**src/rtl/cpu_sequencer_if.sv**
```systemverilog
`default_nettype none
// ============================================================================
//  Module      : cpu_sequencer_if
//  Description : Bus bundle between the SAP control sequencer and the
//                datapath.
//                Sequencer inputs  : SLOW_CLOCK_STRB, HALT, STEP_MODE, STEP,
//                                    INSTR, condition_flags
//                Sequencer outputs : pc_out, pc_count, ram_in, ram_out,
//                                    ram_wr, ir_in, ir_out, out_in, alu_en,
//                                    branch, reg_in/reg_out/reg_mov (one-hot),
//                                    alu_sel
//                modport master = sequencer side, modport slave = datapath.
//  Revision    : 1.0 - initial release
// ============================================================================
interface cpu_sequencer_if #(
   parameter int NUM_REGS = 4
) ();
   localparam int RSW = $clog2(NUM_REGS);
   localparam int IW  = 8 + 2 * RSW;

   logic                SLOW_CLOCK_STRB;
   logic                HALT;
   logic                STEP_MODE;
   logic                STEP;
   logic [IW-1:0]       INSTR;
   logic [3:0]          condition_flags;

   logic                pc_out;
   logic                pc_count;
   logic                ram_in;
   logic                ram_out;
   logic                ram_wr;
   logic                ir_in;
   logic                ir_out;
   logic                out_in;
   logic                alu_en;
   logic                branch;
   logic [NUM_REGS-1:0] reg_in;
   logic [NUM_REGS-1:0] reg_out;
   logic [NUM_REGS-1:0] reg_mov;
   logic [6:0]          alu_sel;

   modport master (
      input  SLOW_CLOCK_STRB, HALT, STEP_MODE, STEP, INSTR, condition_flags,
      output pc_out, pc_count, ram_in, ram_out, ram_wr, ir_in, ir_out, out_in,
             alu_en, branch, reg_in, reg_out, reg_mov, alu_sel
   );

   modport slave (
      output SLOW_CLOCK_STRB, HALT, STEP_MODE, STEP, INSTR, condition_flags,
      input  pc_out, pc_count, ram_in, ram_out, ram_wr, ir_in, ir_out, out_in,
             alu_en, branch, reg_in, reg_out, reg_mov, alu_sel
   );
endinterface
`default_nettype wire

```
**src/rtl/cpu_sequencer.sv**
```systemverilog
`default_nettype none
// ============================================================================
//  Module      : cpu_sequencer
//  Description : Strobe-gated control sequencer for the SAP CPU. Walks each
//                instruction through FETCH0/FETCH1/EXEC0[/EXEC1], drives the
//                bus enables combinationally from state and INSTR, halts only
//                at instruction boundaries, supports single-step, traps
//                illegal opcodes and counts retired instructions.
//  Ports       : CLK, ARST_L (async, active-low)
//                bus          - cpu_sequencer_if.master (strobe, halt, step,
//                               instruction, flags in; enables out)
//                halted       - high while in HALTED
//                illegal_op   - sticky illegal-class flag
//                instr_count  - retired-instruction counter (wraps)
//  Revision    : 1.0 - initial release
// ============================================================================
module cpu_sequencer #(
   parameter int NUM_REGS        = 4,
   parameter int SYNC_STAGES     = 3,
   parameter int CNT_W           = 16,
   parameter int HALT_ON_ILLEGAL = 1
) (
   input  wire logic           CLK,
   input  wire logic           ARST_L,
   cpu_sequencer_if.master     bus,
   output logic                halted,
   output logic                illegal_op,
   output logic [CNT_W-1:0]    instr_count
);
   localparam int   RSW      = $clog2(NUM_REGS);
   localparam int   IW       = 8 + 2 * RSW;
   localparam logic ILL_HALT = (HALT_ON_ILLEGAL != 0);

   typedef enum logic [2:0] {
      FETCH0   = 3'd0,
      FETCH1   = 3'd1,
      EXEC0    = 3'd2,
      EXEC1    = 3'd3,
      STEPWAIT = 3'd4,
      HALTED   = 3'd5
   } state_t;

   state_t               state;
   state_t               retire_state;
   logic [SYNC_STAGES-1:0] halt_sync;
   logic                 halt_synced;
   logic                 step_pending;
   logic                 illegal_halt;

   logic [3:0]           op_class;
   logic [3:0]           func;
   logic [RSW-1:0]       ra;
   logic [RSW-1:0]       rb;
   logic                 is_mem;
   logic                 is_alu;
   logic                 is_illegal;
   logic                 cond_met;
   logic                 last_step;

   assign op_class   = bus.INSTR[IW-1 -: 4];
   assign func       = bus.INSTR[IW-5 -: 4];
   assign ra         = bus.INSTR[2*RSW-1 -: RSW];
   assign rb         = bus.INSTR[RSW-1:0];

   assign is_mem     = (op_class == 4'h0) || (op_class == 4'h1);
   assign is_alu     = (op_class >= 4'h4) && (op_class <= 4'h9);
   assign is_illegal = (op_class == 4'h3) ||
                       ((op_class >= 4'hA) && (op_class <= 4'hD));
   assign last_step  = ((state == EXEC0) && !is_mem) || (state == EXEC1);
   assign halt_synced = halt_sync[SYNC_STAGES-1];

   function automatic logic [NUM_REGS-1:0] onehot(input logic [RSW-1:0] idx);
      onehot      = '0;
      onehot[idx] = 1'b1;
   endfunction

   // Branch condition on {N,Z,C,V}
   always_comb begin
      cond_met = 1'b0;
      case (func)
         4'h0: cond_met = 1'b1;
         4'h1: cond_met = bus.condition_flags[2];
         4'h2: cond_met = !bus.condition_flags[2];
         4'h3: cond_met = bus.condition_flags[1];
         4'h4: cond_met = !bus.condition_flags[1];
         4'h5: cond_met = bus.condition_flags[3];
         4'h6: cond_met = !bus.condition_flags[3];
         4'h7: cond_met = bus.condition_flags[0];
         4'h8: cond_met = !bus.condition_flags[0];
         4'h9: cond_met = bus.condition_flags[1] && !bus.condition_flags[2];
         4'hA: cond_met = !bus.condition_flags[1] || bus.condition_flags[2];
         4'hB: cond_met = (bus.condition_flags[3] == bus.condition_flags[0]);
         4'hC: cond_met = (bus.condition_flags[3] != bus.condition_flags[0]);
         4'hD: cond_met = !bus.condition_flags[2] &&
                          (bus.condition_flags[3] == bus.condition_flags[0]);
         4'hE: cond_met = bus.condition_flags[2] ||
                          (bus.condition_flags[3] != bus.condition_flags[0]);
         default: cond_met = 1'b0;
      endcase
   end

   // Bus enables: combinational from state and INSTR
   always_comb begin
      bus.pc_out   = 1'b0;
      bus.pc_count = 1'b0;
      bus.ram_in   = 1'b0;
      bus.ram_out  = 1'b0;
      bus.ram_wr   = 1'b0;
      bus.ir_in    = 1'b0;
      bus.ir_out   = 1'b0;
      bus.out_in   = 1'b0;
      bus.alu_en   = 1'b0;
      bus.branch   = 1'b0;
      bus.reg_in   = '0;
      bus.reg_out  = '0;
      bus.reg_mov  = '0;
      bus.alu_sel  = '0;
      case (state)
         FETCH0: begin
            bus.pc_out = 1'b1;
            bus.ram_in = 1'b1;
         end
         FETCH1: begin
            bus.ram_out  = 1'b1;
            bus.ir_in    = 1'b1;
            bus.pc_count = 1'b1;
         end
         EXEC0: begin
            if (is_mem) begin
               bus.reg_out = onehot(rb);
               bus.ram_in  = 1'b1;
            end else if (op_class == 4'h2) begin
               bus.ir_out  = 1'b1;
               bus.reg_mov = onehot(ra);
            end else if (is_alu) begin
               bus.alu_en  = 1'b1;
               bus.reg_in  = onehot(ra);
               // Low three class bits minus 4 (mod 8) maps 4..9 onto 0..5
               bus.alu_sel = {op_class[2:0] - 3'd4, func};
            end else if (op_class == 4'hE) begin
               bus.branch  = cond_met;
               bus.ir_out  = cond_met;
            end else if (op_class == 4'hF) begin
               bus.reg_out = onehot(ra);
               bus.out_in  = 1'b1;
            end
         end
         EXEC1: begin
            if (op_class == 4'h0) begin
               bus.ram_out = 1'b1;
               bus.reg_in  = onehot(ra);
            end else begin
               bus.ram_wr  = 1'b1;
               bus.reg_out = onehot(ra);
            end
         end
         default: ;
      endcase
   end

   // Where to go after the last exec step of an instruction
   always_comb begin
      retire_state = FETCH0;
      if (is_illegal && ILL_HALT)
         retire_state = HALTED;
      else if (halt_synced)
         retire_state = HALTED;
      else if (bus.STEP_MODE)
         retire_state = STEPWAIT;
   end

   // HALT synchroniser runs on every CLK, independent of the strobe
   always_ff @(posedge CLK or negedge ARST_L) begin
      if (!ARST_L)
         halt_sync <= '0;
      else
         halt_sync <= {halt_sync[SYNC_STAGES-2:0], bus.HALT};
   end

   always_ff @(posedge CLK or negedge ARST_L) begin
      if (!ARST_L) begin
         state        <= FETCH0;
         halted       <= 1'b0;
         illegal_op   <= 1'b0;
         illegal_halt <= 1'b0;
         step_pending <= 1'b0;
         instr_count  <= '0;
      end else begin
         // A step request is only remembered while waiting for it
         if (state == STEPWAIT) begin
            if (bus.STEP)
               step_pending <= 1'b1;
         end else begin
            step_pending <= 1'b0;
         end

         if (bus.SLOW_CLOCK_STRB) begin
            if (last_step) begin
               instr_count  <= instr_count + 1'b1;
               illegal_op   <= illegal_op | is_illegal;
               illegal_halt <= illegal_halt | (is_illegal & ILL_HALT);
               state        <= retire_state;
               halted       <= (retire_state == HALTED);
            end else begin
               case (state)
                  FETCH0: state <= FETCH1;
                  FETCH1: state <= EXEC0;
                  EXEC0:  state <= EXEC1;
                  STEPWAIT: begin
                     if (halt_synced) begin
                        state  <= HALTED;
                        halted <= 1'b1;
                     end else if (step_pending || !bus.STEP_MODE) begin
                        state        <= FETCH0;
                        step_pending <= 1'b0;
                     end
                  end
                  HALTED: begin
                     if (!halt_synced && !illegal_halt) begin
                        state  <= FETCH0;
                        halted <= 1'b0;
                     end
                  end
                  default: state <= FETCH0;
               endcase
            end
         end
      end
   end
endmodule
`default_nettype wire

```
**src/flat_wrapper.sv**
```systemverilog
// flat-port wrapper written by rule: the top's interface ports become plain ports
module cpu_sequencer_flat 
#(
   parameter int NUM_REGS        = 4,
   parameter int SYNC_STAGES     = 3,
   parameter int CNT_W           = 16,
   parameter int HALT_ON_ILLEGAL = 1
)
  (CLK, ARST_L, halted, illegal_op, instr_count, bus_SLOW_CLOCK_STRB, bus_HALT, bus_STEP_MODE, bus_STEP, bus_INSTR, bus_condition_flags, bus_pc_out, bus_pc_count, bus_ram_in, bus_ram_out, bus_ram_wr, bus_ir_in, bus_ir_out, bus_out_in, bus_alu_en, bus_branch, bus_reg_in, bus_reg_out, bus_reg_mov, bus_alu_sel);
  cpu_sequencer_if #(.NUM_REGS(NUM_REGS)) bus_i ();
  input  wire logic CLK;
  input  wire logic ARST_L;
  output logic halted;
  output logic illegal_op;
  output logic [CNT_W-1:0] instr_count;
  input wire logic [$bits(bus_i.SLOW_CLOCK_STRB)-1:0] bus_SLOW_CLOCK_STRB;
  input wire logic [$bits(bus_i.HALT)-1:0] bus_HALT;
  input wire logic [$bits(bus_i.STEP_MODE)-1:0] bus_STEP_MODE;
  input wire logic [$bits(bus_i.STEP)-1:0] bus_STEP;
  input wire logic [$bits(bus_i.INSTR)-1:0] bus_INSTR;
  input wire logic [$bits(bus_i.condition_flags)-1:0] bus_condition_flags;
  output wire logic [$bits(bus_i.pc_out)-1:0] bus_pc_out;
  output wire logic [$bits(bus_i.pc_count)-1:0] bus_pc_count;
  output wire logic [$bits(bus_i.ram_in)-1:0] bus_ram_in;
  output wire logic [$bits(bus_i.ram_out)-1:0] bus_ram_out;
  output wire logic [$bits(bus_i.ram_wr)-1:0] bus_ram_wr;
  output wire logic [$bits(bus_i.ir_in)-1:0] bus_ir_in;
  output wire logic [$bits(bus_i.ir_out)-1:0] bus_ir_out;
  output wire logic [$bits(bus_i.out_in)-1:0] bus_out_in;
  output wire logic [$bits(bus_i.alu_en)-1:0] bus_alu_en;
  output wire logic [$bits(bus_i.branch)-1:0] bus_branch;
  output wire logic [$bits(bus_i.reg_in)-1:0] bus_reg_in;
  output wire logic [$bits(bus_i.reg_out)-1:0] bus_reg_out;
  output wire logic [$bits(bus_i.reg_mov)-1:0] bus_reg_mov;
  output wire logic [$bits(bus_i.alu_sel)-1:0] bus_alu_sel;
  assign bus_i.SLOW_CLOCK_STRB = bus_SLOW_CLOCK_STRB;
  assign bus_i.HALT = bus_HALT;
  assign bus_i.STEP_MODE = bus_STEP_MODE;
  assign bus_i.STEP = bus_STEP;
  assign bus_i.INSTR = bus_INSTR;
  assign bus_i.condition_flags = bus_condition_flags;
  assign bus_pc_out = bus_i.pc_out;
  assign bus_pc_count = bus_i.pc_count;
  assign bus_ram_in = bus_i.ram_in;
  assign bus_ram_out = bus_i.ram_out;
  assign bus_ram_wr = bus_i.ram_wr;
  assign bus_ir_in = bus_i.ir_in;
  assign bus_ir_out = bus_i.ir_out;
  assign bus_out_in = bus_i.out_in;
  assign bus_alu_en = bus_i.alu_en;
  assign bus_branch = bus_i.branch;
  assign bus_reg_in = bus_i.reg_in;
  assign bus_reg_out = bus_i.reg_out;
  assign bus_reg_mov = bus_i.reg_mov;
  assign bus_alu_sel = bus_i.alu_sel;
  cpu_sequencer #(.NUM_REGS(NUM_REGS), .SYNC_STAGES(SYNC_STAGES), .CNT_W(CNT_W), .HALT_ON_ILLEGAL(HALT_ON_ILLEGAL)) u_core (.CLK(CLK), .ARST_L(ARST_L), .bus(bus_i), .halted(halted), .illegal_op(illegal_op), .instr_count(instr_count));
endmodule
```
**config.mk**
```make
export PLATFORM = sky130hd
export DESIGN_NAME = cpu_sequencer_flat
export DESIGN_NICKNAME = d
export VERILOG_FILES = /design/src/rtl/cpu_sequencer_if.sv /design/src/rtl/cpu_sequencer.sv /design/src/flat_wrapper.sv
export SDC_FILE = /design/constraint.sdc
export NUM_CORES = 1
export LEC_CHECK = 0
export CAP_MARGIN = 20
export CORE_AREA = 5 5 69 71
export DETAILED_ROUTE_END_ITERATION = 10
export DIE_AREA = 0 0 74 76
export PLACE_DENSITY = 0.79
export SLEW_MARGIN = 20
export SYNTH_ARGS = -nofsm -noshare
export SYNTH_HDL_FRONTEND = slang
export SYNTH_SLANG_ARGS = --single-unit
```
**constraint.sdc**
```tcl
create_clock -name CLK -period 2.48 [get_ports CLK]
set_input_delay 0.496 -clock CLK [delete_from_list [all_inputs] [get_ports CLK]]
set_output_delay 0.496 -clock CLK [all_outputs]
set_load 0.02 [all_outputs]
```
# [Word level (Yosys, flattened, before mapping)]
# Cells that the tools add are included.
[op_classes] add_sub_neg=2 order_cmp=8 eq_ne=30 muxes=69 bitwise_logic=2 reduce_logical=29
[op_table] op="$mux 4" n=13
[op_table] op="$eq 4x4->1 const B" n=9
[op_table] op="$mux 1" n=36
[op_table] op="$mux 7" n=4
[op_table] op="$mux 3" n=7
[op_table] op="$add 16x1->16 const B" n=1
[op_table] op="$eq 4x2->1 const B" n=4
[op_table] op="$eq 4x3->1 const B" n=4
[op_table] op="$pmux 4 s2" n=2
[op_table] op="$pmux 1 s15" n=1
[op_table] op="$pmux 3 s5" n=1
[op_table] op="$eq 3x3->1 const B" n=3
[op_table] op="$eq 4x1->1 const B" n=2
[op_table] op="$le 4x4->1 const B" n=2
[op_table] op="$logic_and 1x1->1" n=8
[op_table] op="$logic_not 1->1" n=8
[op_table] op="$logic_not 4->1" n=2
[op_table] op="$eq 3x2->1 const B" n=2
[op_table] op="$logic_or 1x1->1" n=6
[op_table] op="$lt 2x3->1 const B" n=2
[op_table] op="$ne 3x1->1 const B" n=2
[op_table] op="$pmux 1 s2" n=3
[op_table] op="$demux 1 s2" n=2
[op_table] op="$ge 2x1->1 const B" n=2
[op_table] op="13 further kinds" n=14
[totals] ff_bits=26 inputBits=22 output_inout_bits=47

# [Depth between registers and ports, before layout]
[depth] ltp_word=10 depth_mapped=7

# [Worst setup path after synthesis]
# Ideal clock, no wire load.
[synth_timing] kind="in2out" from="in bus_INSTR[9]" to="out bus_reg_in[1]" arrival_time_ns=1.896 required_time_ns=1.984 slack_ns=0.088 cell_stages=7 n_path_buf=2 path_cell_list="buf_6 -> or3_1 -> buf_2 -> or2_1 -> nand2_1 -> o211ai_1 -> nor2_1"
[synth_between] elab_chain_len=6 elab_cells_between_ends=12 classes_between="order compare (2); eq/ne (2); mux (5); reduce/logical (3)"
[synth_rtl] item="from (decl)" line_no="flat_wrapper.sv:20" rtl="input wire logic [$bits(bus_i.INSTR)-1:0] bus_INSTR;"
[synth_rtl] item="$ge 4x3->1 / $le 4x4->1 (equally long branches)" line_no="cpu_sequencer.sv:66" rtl="assign is_alu = (op_class >= 4'h4) && (op_class <= 4'h9);"
[synth_rtl] item="$logic_and 1x1->1" line_no="cpu_sequencer.sv:66"
[synth_rtl] item="$mux 4" line_no="cpu_sequencer.sv:135" rtl="end else if (is_alu) begin"
[synth_rtl] item="$mux 4" line_no="cpu_sequencer.sv:132" rtl="end else if (op_class == 4'h2) begin"
[synth_rtl] item="$mux 4" line_no="cpu_sequencer.sv:129" rtl="if (is_mem) begin"
[synth_rtl] item="$pmux 4 s2 *" line_no="cpu_sequencer.sv:118" rtl="case (state)"
[synth_rtl] item="to (decl)" line_no="flat_wrapper.sv:32" rtl="output wire logic [$bits(bus_i.reg_in)-1:0] bus_reg_in;"
# Every way passes the cells marked *; elsewhere a longest branch is shown, timed or not.

# [Worst setup path after layout]
[layout_timing] from="in bus_INSTR[10]" to="out bus_reg_out[0]"
[layout_between] elab_chain_len=7 elab_cells_between_ends=16 classes_between="order compare (2); eq/ne (4); mux (7); reduce/logical (3)"
[layout_rtl] item="$eq 4x4->1" line_no="cpu_sequencer.sv:143" rtl="end else if (op_class == 4'hF) begin"
[layout_rtl] item="$mux 4" line_no="cpu_sequencer.sv:143"
[layout_rtl] item="$mux 4" line_no="cpu_sequencer.sv:140" rtl="end else if (op_class == 4'hE) begin"
[layout_rtl] item="$mux 4" line_no="cpu_sequencer.sv:135"
[layout_rtl] item="$mux 4" line_no="cpu_sequencer.sv:132"
[layout_rtl] item="$mux 4" line_no="cpu_sequencer.sv:129"
[layout_rtl] item="$pmux 4 s2 *" line_no="cpu_sequencer.sv:118"
[layout_rtl] item="to (decl)" line_no="flat_wrapper.sv:33" rtl="output wire logic [$bits(bus_i.reg_out)-1:0] bus_reg_out;"
# Marked as above.

==> results.tsv <==
stage	metric	value	unit
sta	min cycle time layout	2.40	ns
logic_synthesis	top-count cell post-synth	dfrtp_1	
clock_network	Worst-Skew Late Latency	0.27	ns
sta	max-slew violations	0	
clock_network	Bufs on Longest Clock Path	2	
grt	Total GRT Usage	0.174	
pwr	Power Total	1.70	mW
pwr	Sw Ratio	0.392	
logic_synthesis	post-synthesis sequential area ratio	0.382	
clock_network	CTS Sinks	26	
sta	setup ws final	0.0776	ns
detailed_routing	vias per inst	5.21	
clock_network	number of CTS-inserted buffers	3	
cells_and_area	Multi-input gate area	0.00103	sq mm
sta	worst-margin pin slew	0.381	ns
logic_synthesis	dominant synthesized flop cell	dfrtp_1	
setup_path	Crit. End Element	output pin	
sta	Clock Skew	0.00620	ns
setup_path	arrival time worst endpoint	1.91	ns
logic_synthesis	synth unique cells	49	
logic_synthesis	cell taking the most area after synthesis	dfrtp_1	
logic_synthesis	Post-synth top cells	dfrtp_1, nand2_1, nor2_1	
cells_and_area	Layout Area Growth over Synthesis	56.8	%
detailed_routing	DRT Wirelength	4750	microns
pwr	P_int	1.03	mW
cells_and_area	ANT cells	0	
detailed_routing	WL per Instance	13.7	microns
floorplan	Die Span X	74	microns
grt	grt ovf	0	
detailed_routing	Detail Route Antenna Nets	0	
clock_network	Root Buffer	clkbuf_8	
pwr	Pwr per Cell Area	636	mW/mm^2
floorplan	Initial Util	0.408	
placed_design	hpwl dp	3690	microns
logic_synthesis	Synth top area share	0.382	
flow_run	max cap viols	0	
setup_path	CP Launch Type	primary input	
sta	Fmax	0.416	GHz
placed_design	I/O Buffers	68	
hold_path	worst hold path class	reg -> reg	
sta	Rel. slew slack	0.746	
hold_path	Hold Path Origin	u_core.halt_sync[0]	
logic_synthesis	Cell Area, Synth	0.00170	sq mm
detailed_routing	first drt pass iteration count	4	
cells_and_area	register area	652	sq um
clock_network	# hold bufs at CTS	0	
grt	vias in the first global route	1722	
logic_synthesis	Post-synth EDFFs	0	
floorplan	num rows	24	
logic_synthesis	Syn Area/Cell	8.48	sq um
detailed_routing	initial DRC count	72	
cells_and_area	# nets final	320	
floorplan	die area	0.00562	sq mm
pwr	worst vdd ir	0.000489	V
sta	fin crit share	0.969	
logic_synthesis	Syn Inst Count	201	
grt	first-pass GRT wire length	8010	microns
setup_path	critical path fanouts, max	3	
pwr	Reg power frac	0.337	
clock_network	H-tree levels	1	
setup_path	CP Launch Point	bus_INSTR[10]	
clock_network	clock slew at reported path FFs	0.08	ns
detailed_routing	via count	1808	
logic_synthesis	top cells by area, synth	dfrtp_1, xnor2_1, nand2_1	
detailed_routing	# DRC	0	
sta	Final setup viols	0	
setup_path	Worst EP required	1.98	ns
grt	antenna violations before repair	0	
floorplan	Placeable Area	0.00417	sq mm
setup_path	crit path kind	in -> out	
logic_synthesis	Ys Warns	0	
cells_and_area	layout cells sized above 1	0.224	
logic_synthesis	flops & latches, synth	26	
placed_design	DP Worst Slack	-0.609	ns
pwr	leakage power	1.28	nW
grt	pin count of the biggest net entering global routing	27	
run_status	status	complete, no violations	
logic_synthesis	syn_nets	224	
cells_and_area	Fill cells	372	
pwr	share of total power in combinational logic	0.525	
logic_synthesis	ys async rst share	1.00	
floorplan	IO Pins	69	
floorplan	die height	76	microns
sta	final hold viol count	0	
clock_network	CTS tree	yes	
pwr	clock share of power	0.138	
pwr	switching power	0.666	mW
placed_design	Placer Congestion	0.879	
setup_path	FF-to-FF Start	u_core.instr_count[3]	
## registers in the layout, summed over array words and instances, names as in the netlist
name                 cells
u_core.illegal_halt      1
u_core.illegal_op        1
u_core.halt_sync         3
u_core.instr_count      16
u_core.state             3
u_core.step_pending      1
u_core.halted            1
## cell type report
type                       instances  share of cell area
clock buffer                       3              0.0154
inverter                           6             0.00843
multi-input combinational        159               0.387
sequential                        26               0.244
tap                               52              0.0243
timing repair buffer             101               0.321
## cell usage in the layout (no fill, tap or decap), types with 2 or more instances in the layout
cell / n
buf_4: 37
clkdlybuf4s50_1: 31
dfrtp_1: 25
nand2_1: 23
nor2_1: 18
dlygate4sd2_1: 15
xnor2_1: 12
and3_1: 11
nand3_1: 8
o21ai_0: 7
buf_2: 7
inv_1: 6
nand2b_1: 6
a21oi_1: 5
and2_1: 5
nor3_1: 4
o22ai_1: 4
clkdlybuf4s15_1: 4
or3_1: 3
nand3b_1: 3
a31oi_1: 3
xor2_1: 3
clkbuf_8: 3
dlymetal6s2s_1: 3
clkbuf_2: 3
o21ai_1: 2
o211ai_1: 2
o31ai_1: 2
nor3b_1: 2
nand4b_1: 2
nor2b_1: 2
mux2i_1: 2
nand4_1: 2
o21bai_1: 2
## routing by layer
layer  share of wire  wire length [microns]  vias up  GRT usage
met5               0                      0        -          0
met4          0.0084                     40        0     0.0344
met3           0.063                    300        6     0.0396
met2            0.49                   2320       51      0.300
met1            0.44                   2090      855      0.220
li1                -                      -      896          -
## metrics by stage
stage | hold WS [ns] | instances | instance area [sq um] | util | TNS [ns]
4_1_cts | 0.357 | 345 | 2660 | 0.638 | 0
3_5_place_dp | 0.337 | 340 | 2620 | 0.627 | -10.73
2_1_floorplan | 0.200 | 201 | 1700 | - | 0
3_3_place_gp | 0.334 | 340 | 2620 | 0.627 | -10.39
6_report | 0.354 | 347 | 2670 | 0.640 | 0
5_1_grt | 0.367 | 347 | 2670 | 0.640 | -0.000660
## final timing paths
| kind | end | slack [ns] | depth (start not counted) |
|---|---|---|---|
| hold reg to reg | u_core.halt_sync[1] | 0.35 | 0 |
| min in group asynchronous | u_core.instr_count[13] | 0.58 | 2 |
| setup reg to reg | u_core.instr_count[14] | 0.95 | 4 |
| hold / removal | u_core.halt_sync[1] | 0.35 | 0 |
| max in group asynchronous | u_core.state[0] | 1.63 | 2 |
| setup / recovery | bus_reg_out[0] | 0.08 | 6 |
## power by group through the flow
stage,clock [mW],sequential (mW),combinational (mW)
after floorplan,0,0.601,0.471
after global placement,0,0.570,0.894
after detailed placement,0,0.573,0.911
after CTS,0.243,0.571,0.903
after global routing,0.266,0.587,0.993
final,0.236,0.573,0.892
## cell families after synthesis
kind of cell | after synthesis | share of synthesized area
AND/OR/NAND/NOR | 102 | 0.319
AO/OA/AOI/OAI | 38 | 0.154
flip-flops | 26 | 0.382
XOR/XNOR | 16 | 0.0822
buffers and inverters | 16 | 0.0433
multiplexers | 2 | 0.0117
adder cells (fa/ha/maj) | 1 | 0.00734
## worst max-delay path, cell delays in order
cell             delay (ns)
clkdlybuf4s15_1        0.18
or3_4                  0.39
buf_4                  0.14
or3_1                  0.36
o32ai_1                0.13
buf_2                  0.21
## what timing repair did
action / in CTS / in global routing
buffers inserted: 2 / 2
resized for setup: 80 / 21
endpoints found under the setup margin: 26 / 18
pin swaps: 9 / 8
(Power assumes the default switching activity.)
